**src/rtl/paddsb_pkg.sv**
```systemverilog
// Shared types and helpers for the sub-word saturating add/sub unit.
// Lane bounds are computed here so the lane and pipeline agree on them.
package paddsb_pkg;

  typedef struct packed {
    logic sub;
    logic signed_op;
    logic sat;
  } op_mode_t;

  typedef enum logic [1:0] {
    OVF_NONE,
    OVF_POS,
    OVF_NEG
  } ovf_dir_t;

  // Returned right-aligned in 32 bits; callers size-cast to the lane width.
  function automatic logic [31:0] sat_bound(
    input int unsigned w,
    input logic        signed_op,
    input ovf_dir_t    dir
  );
    logic [31:0] ones;
    logic [31:0] smax;
    ones = 32'hFFFF_FFFF >> (32 - w);
    smax = ones >> 1;
    if (dir == OVF_POS)
      return signed_op ? smax : ones;
    if (dir == OVF_NEG)
      return signed_op ? (ones & ~smax) : 32'd0;
    return 32'd0;
  endfunction

endpackage

```
**src/rtl/paddsb_lane.sv**
```systemverilog
// One lane: raw LANE_W+1 bit sum/difference, overflow flag and the
// side of the representable range on which the true result lies.
module paddsb_lane
  import paddsb_pkg::*;
#(
  parameter int LANE_W = 4
) (
  input  logic [LANE_W-1:0] a,
  input  logic [LANE_W-1:0] b,
  input  logic              sub,
  input  logic              signed_op,
  output logic [LANE_W-1:0] sum,
  output logic              ovfl,
  output ovf_dir_t          dir
);

  logic [LANE_W:0] ea;
  logic [LANE_W:0] eb;
  logic [LANE_W:0] r;

  always_comb begin
    ea   = {signed_op & a[LANE_W-1], a};
    eb   = {signed_op & b[LANE_W-1], b};
    r    = sub ? (ea - eb) : (ea + eb);
    sum  = r[LANE_W-1:0];
    ovfl = signed_op ? (r[LANE_W] ^ r[LANE_W-1])
                     : r[LANE_W];
    dir  = OVF_NONE;
    // Signed: extra bit is the true sign. Unsigned: carry vs borrow.
    if (ovfl) begin
      if (signed_op)
        dir = r[LANE_W] ? OVF_NEG : OVF_POS;
      else
        dir = sub ? OVF_NEG : OVF_POS;
    end
  end

endmodule

```
**src/rtl/paddsb_simd_pipe.sv**
```systemverilog
// Two-stage valid/ready SIMD saturating add/sub with per-lane
// overflow flags and a sticky saturation status register.
module paddsb_simd_pipe
  import paddsb_pkg::*;
#(
  parameter int LANE_W = 4,
  parameter int LANES  = 4
) (
  input  logic                     clk,
  input  logic                     rst,
  input  logic                     in_valid,
  output logic                     in_ready,
  input  logic [LANE_W*LANES-1:0]  in_a,
  input  logic [LANE_W*LANES-1:0]  in_b,
  input  logic                     in_sub,
  input  logic                     in_signed,
  input  logic                     in_sat,
  output logic                     out_valid,
  input  logic                     out_ready,
  output logic [LANE_W*LANES-1:0]  out_sum,
  output logic [LANES-1:0]         out_ovfl,
  output logic                     out_ovfl_any,
  output logic [LANES-1:0]         sat_sticky,
  input  logic                     sticky_clr
);

  localparam int DATA_W = LANE_W * LANES;

  op_mode_t          in_mode;
  logic [DATA_W-1:0] lane_sum;
  logic [LANES-1:0]  lane_ovfl;
  ovf_dir_t          lane_dir [LANES];

  logic              s1_valid;
  logic [DATA_W-1:0] s1_raw;
  logic [LANES-1:0]  s1_ovfl;
  ovf_dir_t          s1_dir [LANES];
  logic              s1_signed;
  logic              s1_sat;
  logic [DATA_W-1:0] s2_sum;

  logic s2_adv;
  logic s1_adv;

  assign in_mode  = '{sub: in_sub, signed_op: in_signed, sat: in_sat};
  assign s2_adv   = !out_valid || out_ready;
  assign s1_adv   = !s1_valid || s2_adv;
  assign in_ready = s1_adv;

  for (genvar i = 0; i < LANES; i++) begin : g_lane
    paddsb_lane #(.LANE_W(LANE_W)) u_lane (
      .a         (in_a[i*LANE_W +: LANE_W]),
      .b         (in_b[i*LANE_W +: LANE_W]),
      .sub       (in_mode.sub),
      .signed_op (in_mode.signed_op),
      .sum       (lane_sum[i*LANE_W +: LANE_W]),
      .ovfl      (lane_ovfl[i]),
      .dir       (lane_dir[i])
    );

    assign s2_sum[i*LANE_W +: LANE_W] =
      (s1_sat && s1_dir[i] != OVF_NONE)
        ? LANE_W'(sat_bound(LANE_W, s1_signed, s1_dir[i]))
        : s1_raw[i*LANE_W +: LANE_W];
  end

  always_ff @(posedge clk or posedge rst) begin
    if (rst) begin
      s1_valid  <= 1'b0;
      s1_raw    <= '0;
      s1_ovfl   <= '0;
      s1_signed <= 1'b0;
      s1_sat    <= 1'b0;
      for (int i = 0; i < LANES; i++)
        s1_dir[i] <= OVF_NONE;
    end else if (s1_adv) begin
      s1_valid <= in_valid;
      if (in_valid) begin
        s1_raw    <= lane_sum;
        s1_ovfl   <= lane_ovfl;
        s1_signed <= in_mode.signed_op;
        s1_sat    <= in_mode.sat;
        for (int i = 0; i < LANES; i++)
          s1_dir[i] <= lane_dir[i];
      end
    end
  end

  always_ff @(posedge clk or posedge rst) begin
    if (rst) begin
      out_valid    <= 1'b0;
      out_sum      <= '0;
      out_ovfl     <= '0;
      out_ovfl_any <= 1'b0;
    end else if (s2_adv) begin
      out_valid <= s1_valid;
      if (s1_valid) begin
        out_sum      <= s2_sum;
        out_ovfl     <= s1_ovfl;
        out_ovfl_any <= |s1_ovfl;
      end
    end
  end

  // A set from a completing transfer overrides a same-cycle clear.
  always_ff @(posedge clk or posedge rst) begin
    if (rst)
      sat_sticky <= '0;
    else
      sat_sticky <= ({LANES{out_valid && out_ready}} & out_ovfl)
                  | (sticky_clr ? '0 : sat_sticky);
  end

endmodule

```
**config.mk**
```make
export PLATFORM = sky130hd
export DESIGN_NAME = paddsb_simd_pipe
export DESIGN_NICKNAME = d
export VERILOG_FILES = /design/src/rtl/paddsb_pkg.sv /design/src/rtl/paddsb_lane.sv /design/src/rtl/paddsb_simd_pipe.sv
export SDC_FILE = /design/constraint.sdc
export NUM_CORES = 1
export LEC_CHECK = 0
export ABC_AREA = 1
export BUFFER_PORTS_ARGS = -buffer_cell sky130_fd_sc_hd__clkbuf_2
export CAP_MARGIN = 20
export CORE_MARGIN = 4
export CORE_UTILIZATION = 25
export CTS_CLUSTER_DIAMETER = 200
export DETAILED_ROUTE_END_ITERATION = 8
export PLACE_DENSITY_LB_ADDON = 0.1
export SYNTH_ARGS = -nofsm -noshare
export SYNTH_HDL_FRONTEND = slang
export SYNTH_SLANG_ARGS = --single-unit
```
**constraint.sdc**
```tcl
create_clock -name clk -period 5.64 [get_ports clk]
set_clock_uncertainty 0.15 [all_clocks]
set_input_delay 0.846 -clock clk [delete_from_list [all_inputs] [get_ports clk]]
set_output_delay 0.846 -clock clk [all_outputs]
set_load 0.05 [all_outputs]
```
==> impl_results.md <==
* DIE AREA at roughly 0.016 mm^2
* Nets at 600
* Postcts setup bufs at 0
* Setup ws final at 2890 ps
* Initial antenna violation count at 0
* Clock power frac at 28.4%
* CP required at 5700 ps
* Total of fill cells in the finished design at 1,537
* Worst Setup Start Kind: input port
* Core Area at 0.0138 mm^2
* Non-Filler Instances at approximately 720
* Site row count at 43
* HPWL Detailed at 6.73 mm
* Post-synth ARST share at 100%
* Syn Nets at 533
* Cts hold-fix bufs at 0
* Final setup viols at 0
* Bufs on Longest Clock Path at 2
* Design Area, Final at 0.00431 mm^2
* Final Hold Fails at 0
* Max-cap viol count at 0
* Sequential Power Share at 33.7%
* CP Max Fanout at 18
* Max VDD drop at 0.145 mV
* Layout cells sized above 1 at a little under a fifth
* Yosys top cell area share at between 40% and 50%
* DR vias at 2,987
* Largest net degree at the start of global routing at a little under 60
* Starting Density at 25.4%
* Pre-antenna DRT Iters at 4
* Layout area overhead at 23.1%
* Post-synthesis cell area at 0.00351 mm^2
* Outcome: finished, final reports clean
* Syn_area_per_cell at 7.48 um^2
* WHS at 327 ps
* Worst rel slew slack at 50.3%
* Synth cell count leaders: nand2_1 (139), inv_1 (59), dfrtp_1 (57)
* Fmax at ~360 MHz
* First-pass GRT wire length at 15.2 mm
* GRT Util Overall at between 10% and 20%
* Slew Limit Fails at 0
* Combinational power share at 38.0%
* Routed Antenna Nets at 0
* DP Area at about 0.004 mm^2
* Int Pwr at 1.06 mW
* Tcrit/Tclk final at 48.8%
* Critical path capture point type: flip-flop
* Worst slack, placed at 2550 ps
* Placed Cells incl. Taps at 705
* Slew @ Worst Pin at ~750 ps
* Final wirelength at 8.75 mm
* Setup TNS at 0 ps
* Top post-synthesis cells by area: dfrtp_1 (41%), nand2_1 (15%), ha_1 (7.1%)
* PD cells at 425 mW/mm^2
* Die Height at 126 um
* Cell leakage power at 2.32 nW
* Post-synth EDFFs at 0
* CTS HTree Levels at 3
* Yosys cell types at 22
* Vias per std cell at 4.14
* Worst Hold Class: reg -> reg
* Crit path DAT at 2810 ps
* Die width at 126 um
* Root Buffer: clkbuf_16
* NetSw at just under 0.8 mW
* Type of the worst setup path: in -> reg
* Io pins at 67
* CTS buffer count at 9
* Number of global-route vias before repair at about 3,100
* Overflow after GRT at 0
* WL/cell at 12.1 um
* Largest area contributor in the netlist: dfrtp_1
* Mapped Cells at 469
* Switching Fraction at 42.0%
* CTS clk-pin slew, worst paths at 50 ps
* DRC at 0
* CTS sink cnt at between 50 and 60
* Initial DRC Count at 179
* Register area share after synthesis at 40.7%
* Primary FF master, synth: dfrtp_1
* RSZ-0062 raised after global routing: no
* #FFs+latches synth at 57
* CTS tree: yes
* Worst skew pair latency at 320 ps
* Gates resized, CTS repair at 0
* Yosys warns at 0
* Fin crit period at 2750 ps
* Antenna cells at 0
* Number of buffers added on ports at 66
* GP Congestion at ~0.73
* Most frequent cell after synthesis: nand2_1
## registers in the layout, indices dropped and copies added, names as in the netlist
name,cells
s1_valid,1
s1_raw,16
out_valid,1
out_ovfl_any,1
sat_sticky,4
s1_sat,1
out_sum,16
s1_dir,8
s1_signed,1
s1_ovfl,4
out_ovfl,4
## kinds of logic after synthesis
kind of cell	share of synthesized area (%)
xor+xnor	2.00
flops	40.7
compound gates	12.5
buf+inv	8.24
simple gates	27.1
fa+ha+maj	9.42
## area by class of cell
type | count | area, um^2 | area share, %
clock buffer | 14 | 284 | 6.58
clock inverter | 2 | 10.0 | 0.232
inverter | 62 | 233 | 5.39
multi-input combinational | 338 | 1790 | 41.5
sequential | 57 | 1430 | 33.1
tap | 180 | 225 | 5.22
timing repair buffer | 68 | 345 | 8.00
## power groups by stage
stage                     Combinational [mW]  Clock, mW  Sequential, mW
after floorplan                        0.290          0           0.851
after global placement                 0.702          0           0.624
after detailed placement               0.705          0           0.626
after CTS                              0.708      0.536           0.621
after global routing                   0.779      0.555           0.640
final                                  0.696      0.520           0.617
## path summary, 6_finish.rpt
path / cells past startpoint / endpoint / slack, ps / startpoint
setup / recovery: 12 / s1_dir[5] / 2890 / in_sub
hold / removal: 2 / s1_raw[11] / 330 / s1_raw[11]
setup reg to reg: 5 / out_sum[13] / 3660 / out_valid
hold reg to reg: 2 / s1_raw[11] / 330 / s1_raw[11]
max in group asynchronous: 3 / out_sum[9] / 4280 / rst
min in group asynchronous: 3 / out_sum[4] / 570 / rst
## layer usage
metal	track usage (%)	share of wire, %	up-vias
met1	16.9	54	1283
met2	17.2	40	62
met5	0	0	-
met4	4.61	1.4	0
met3	2.40	4.6	7
li1	-	-	1635
## placed cells by master (no fill, tap or decap), drive strengths merged
cell and instances:
nand2 145, clkbuf 80, inv 61, dfrtp 57, o21ai 43, a21oi 36
nor2 32, nand3 30, ha 20, nand3b 8, xor2 8, or2 4
a31oi 4, fa 4, o22ai 3, clkinv 3, buf 2, nor4 1
## per-stage QoR
stage,utilization (%),power [mW]
CTS,31.2,1.86
finish,31.2,1.83
floorplan,-,1.14
global placement,29.1,1.33
global route,31.2,1.97
detailed placement,29.1,1.33
## critical path: stages
cell and delay [ps]:
clkbuf_2 320, inv_2 160, o21ai_0 200, nand2_1 80, ha_1 340, nand2_1 70
o21ai_0 250, nand3_2 150, a21oi_1 200, nor2_1 90, nand2_1 60, nand2_1 40
(Power assumes the default switching activity.)
